[src/rtl/prog_loader.sv]
// prog_loader: boot loader turning a UART byte stream into instruction-memory writes, then releasing the core.
// Optional checksum byte after the data words is enabled with PROG_LOADER_CHECKSUM_EN.
module prog_loader #(
   parameter int ADDR_W    = 12,
   parameter int BASE_ADDR = 0
) (
   input  logic              clk,
   input  logic              rst,
   input  logic              rx_valid,
   input  logic [7:0]        rx_data,
   output logic              rx_ready,
   output logic              imem_we,
   output logic [ADDR_W-1:0] imem_addr,
   output logic [31:0]       imem_wdata,
   output logic              cpu_rstn,
   output logic              busy,
   output logic              err
);
   typedef enum logic [2:0] {HDR, DATA, DONE, ERR
`ifdef PROG_LOADER_CHECKSUM_EN
      , CSUM
`endif
   } state_t;
   localparam logic [31:0]       MAX_WORDS = 32'(1) << ADDR_W;
   localparam logic [ADDR_W-1:0] BASE      = ADDR_W'(BASE_ADDR);
   localparam logic [ADDR_W:0]   ONE       = 1;
`ifdef PROG_LOADER_CHECKSUM_EN
   localparam state_t FIN = CSUM;
`else
   localparam state_t FIN = DONE;
`endif
   state_t          state, state_n;
   logic [1:0]      byte_cnt;
   logic [23:0]     shift;
   logic [ADDR_W:0] len, word_idx;
   logic            acc, last;
   logic [31:0]     word;
`ifdef PROG_LOADER_CHECKSUM_EN
   logic [7:0]      sum;
   assign rx_ready = state == HDR || state == DATA || state == CSUM;
`else
   assign rx_ready = state == HDR || state == DATA;
`endif
   assign busy = rx_ready;
   assign err  = state == ERR;
   assign acc  = rx_valid && rx_ready;
   assign last = acc && byte_cnt == 2'd3;
   assign word = {rx_data, shift};

   // State register
   always_ff @(posedge clk or posedge rst)
      if (rst) state <= HDR;
      else     state <= state_n;

   // Next state: header length check, last-word detection, checksum verdict
   always_comb begin
      state_n = state;
      case (state)
         HDR:  if (last) state_n = word > MAX_WORDS ? ERR : word == 32'd0 ? FIN : DATA;
         DATA: if (last && word_idx == len - ONE) state_n = FIN;
`ifdef PROG_LOADER_CHECKSUM_EN
         CSUM: if (acc) state_n = rx_data == sum ? DONE : ERR;
`endif
         default: ;
      endcase
   end

   // Byte assembly, word writes and core reset release one cycle after DONE is entered
   always_ff @(posedge clk or posedge rst)
      if (rst) begin
         byte_cnt   <= '0;
         shift      <= '0;
         len        <= '0;
         word_idx   <= '0;
         imem_we    <= 1'b0;
         imem_addr  <= BASE;
         imem_wdata <= '0;
         cpu_rstn   <= 1'b0;
`ifdef PROG_LOADER_CHECKSUM_EN
         sum        <= '0;
`endif
      end else begin
         imem_we  <= 1'b0;
         cpu_rstn <= state == DONE;
         if (acc && (state == HDR || state == DATA)) begin
            byte_cnt <= byte_cnt + 2'd1;
            shift    <= {rx_data, shift[23:8]};
         end
         if (last && state == HDR) len <= word[ADDR_W:0];
         if (last && state == DATA) begin
            imem_we    <= 1'b1;
            imem_wdata <= word;
            imem_addr  <= BASE + word_idx[ADDR_W-1:0];
            word_idx   <= word_idx + ONE;
         end
`ifdef PROG_LOADER_CHECKSUM_EN
         if (acc && state == DATA) sum <= sum + rx_data;
`endif
      end
endmodule
[config.mk]
export PLATFORM = sky130hd
export DESIGN_NAME = prog_loader
export DESIGN_NICKNAME = d
export VERILOG_FILES = /design/src/rtl/prog_loader.sv
export SDC_FILE = /design/constraint.sdc
export NUM_CORES = 1
export LEC_CHECK = 0
export CAP_MARGIN = 25
export CELL_PAD_IN_SITES_DETAIL_PLACEMENT = 1
export CELL_PAD_IN_SITES_GLOBAL_PLACEMENT = 1
export CORE_MARGIN = 5
export CORE_UTILIZATION = 44
export DETAILED_ROUTE_END_ITERATION = 6
export PLACE_DENSITY_LB_ADDON = 0.1
export SYNTH_ARGS = -nofsm -noshare
export SYNTH_HDL_FRONTEND = slang
export SYNTH_SLANG_ARGS = --single-unit
[constraint.sdc]
create_clock -name clk -period 3.9 [get_ports clk]
set_input_delay 0.39 -clock clk [delete_from_list [all_inputs] [get_ports clk]]
set_output_delay 0.39 -clock clk [all_outputs]
set_load 0.005 [all_outputs]
==> impl_metrics.tcl <==
set metrics [dict create \
    layout.cells.non_filler 512 \
    grtUsageMet2 0.276 \
    cts_buffer_depth 2 \
    areaGrowthSynthToFinish_pct 22.0 \
    min_period_over_period 0.654 \
    synthTopCellsByCount "dfrtp_1 (100), mux2_2 (80), xnor2_1 (19)" \
    timing.rr.start "len[0]" \
    ios 60 \
    holdCritPathClass "in2async" \
    ys_ff_latch 100 \
    syn_nets 327 \
    hold_violations 0 \
    cts_setup_buffers 0 \
    grt_max_degree 53 \
    io_buffers 59 \
    met1_usage 0.230 \
    grt_overflow_total 0 \
    grt_pass1_vias 2925 \
    crit_path_max_fanout 4 \
    cts_resized 0 \
    cts.hold.buffers_added 0 \
    critPathArrivalTime_ns 2.81 \
    synth_top_area_frac 0.584 \
    synth_cell_types 41 \
    grt_pass1_wl_mm 15.5 \
    core_area_um2 9640 \
    place_inst 496 \
    antenna_found_initial 0 \
    initial_core_util 0.445 \
    drive_above_1_share 0.274 \
    fmax_ghz 0.392 \
    required_ns 4.16 \
    wire_per_inst_um 17.8 \
    startpoint "len[0]" \
    worstMarginPinSlew_ns 0.730 \
    drt-initial-drc-count 45 \
    synthTopCellsByArea "dfrtp_1 (58%), mux2_2 (21%), xnor2_1 (3.9%), xor2_1 (2.2%), nor4_1 (1.2%)" \
    rsz0062_at_grt "false" \
    die_area_um2 11800 \
    powerDensity_nw_per_um2 741 \
    synth_edf_count 0 \
    start_kind "flop" \
    dpl.hpwl_mm 6.49 \
    finalCriticalPeriod_ns 2.55 \
    relSlewSlack 0.513 \
    synth_top_area_cell "dfrtp_1" \
    synth-seq-area-share 0.584 \
    clockRootBuffer "clkbuf_8" \
    slew_violations 0 \
    synth_area_um2 4290 \
    postSynthCellCount 313 \
    die_h_um 109 \
    antennaDiodeCount 0 \
    worst_skew_pair.late_latency_ns 0.36 \
    drt-pass1-iter-count 4 \
    finalSetupTns_ns 0 \
    criticalPathCategory "reg2reg" \
    cts_tree "built" \
    drc 0 \
    fp-row-count 36 \
    die_x_um 109 \
    grt_busiest_layer "met2" \
    fin_nets 388 \
    avgViaCountPerCell 5.23 \
    finalWeightedCongestion 0.746 \
    htreeDepth 3 \
    dr_total_vias 2677 \
    clkTransAtPathRegs_ns 0.09 \
    numClockSinks 100 \
    clock_skew_ns 0.00779 \
    p_leak_nw 2.23 \
    cap_violations 0 \
    ant_nets 0 \
    met3_usage 0.0397 \
    cp-end-kind "flop" \
    synth_most_common_cell "dfrtp_1" \
    synth_ff_type "dfrtp_1" \
    grt_usage 0.170 \
    cts_buffers 9 \
    avgSynthCellArea_um2 13.7 \
    fillers 988 \
    status "finished clean" \
    yosys_warnings 0 \
    drt_wl_total_mm 9.14 \
    setup_viol 0 \
    peakVddDrop_v 0.000318 \
    async_reset_ff_frac 1.00 \
]
==> metrics by stage <==
| stage | worst slack (ns) | power, mW | hold slack [ns] | util | cell area [um^2] |
|---|---|---|---|---|---|
| 2_1_floorplan | 0.891 | 2.53 | 0.448 | - | 4290 |
| 3_3_place_gp | 1.23 | 3.19 | 0.463 | 0.522 | 5030 |
| 3_5_place_dp | 1.17 | 3.24 | 0.478 | 0.522 | 5030 |
| 4_1_cts | 1.31 | 3.93 | 0.490 | 0.542 | 5230 |
| 5_1_grt | 1.15 | 4.13 | 0.516 | 0.542 | 5230 |
| 6_report | 1.35 | 3.87 | 0.458 | 0.542 | 5230 |
==> layout by cell type (no fill, tap or decap), types with 7 or more instances in the layout <==
master and instances:
clkbuf_8 10, xor2_1 11, nand3_1 7, dfrtp_1 100, xnor2_1 19, nand2_1 12
clkdlybuf4s50_1 59, nor2_1 7, mux2_2 80, a21oi_1 7, nor4_1 8
==> path summary, 6_finish.rpt <==
path,end,slack (ns),cells past startpoint
min reg2reg,byte_cnt[0],0.50,1
min,shift[7],0.46,2
min in group clk,byte_cnt[0],0.50,1
max reg2reg,state[0],1.35,8
max,state[0],1.35,8
max in group asynchronous,imem_wdata[23],2.74,3
==> logic make-up after synthesis <==
group                      after synthesis  share of synthesized area
adders and majority gates                3                    0.00876
buffers and inverters                   18                     0.0184
DFF                                    100                      0.584
xor gates and xnor gates                30                     0.0613
AOI/OAI and AO/OA                       18                     0.0254
and+or+nand+nor                         62                     0.0873
muxes                                   82                      0.215
==> sequential cells by signal, indices dropped and copies added (netlist names) <==
name,count
word_idx,13
imem_addr,12
byte_cnt,2
cpu_rstn,1
shift,24
imem_wdata,32
len,13
imem_we,1
state,2
==> where the power goes <==
group / switching (mW) / internal, mW / total (mW)
Combinational: 0.490 / 0.880 / 1.37
Clock: 0.364 / 0.320 / 0.684
Sequential: 0.383 / 1.44 / 1.82
==> cell type report <==
class,count,area (um^2),share of cell area
tap,133,166,0.0318
timing repair buffer,63,633,0.121
inverter,5,21.3,0.00407
clock inverter,4,55.1,0.0105
sequential,100,2500,0.479
multi-input combinational,195,1710,0.326
clock buffer,12,145,0.0278
==> critical path: stages (launching register included) <==
cell      delay [ns]
dfrtp_1         0.42
inv_1           0.08
ha_1            0.17
nor2b_1         0.25
nand3b_1        0.13
xnor2_1         0.14
or4b_1          0.50
or4_1           0.54
a21bo_1         0.21
==> layer usage <==
layer | share of wire | wire [um]
met1 | 0.46 | 4220
met2 | 0.50 | 4530
met3 | 0.029 | 261
met4 | 0.014 | 126
met5 | 0 | 0
Note: power is estimated with default switching activity, not from simulation.
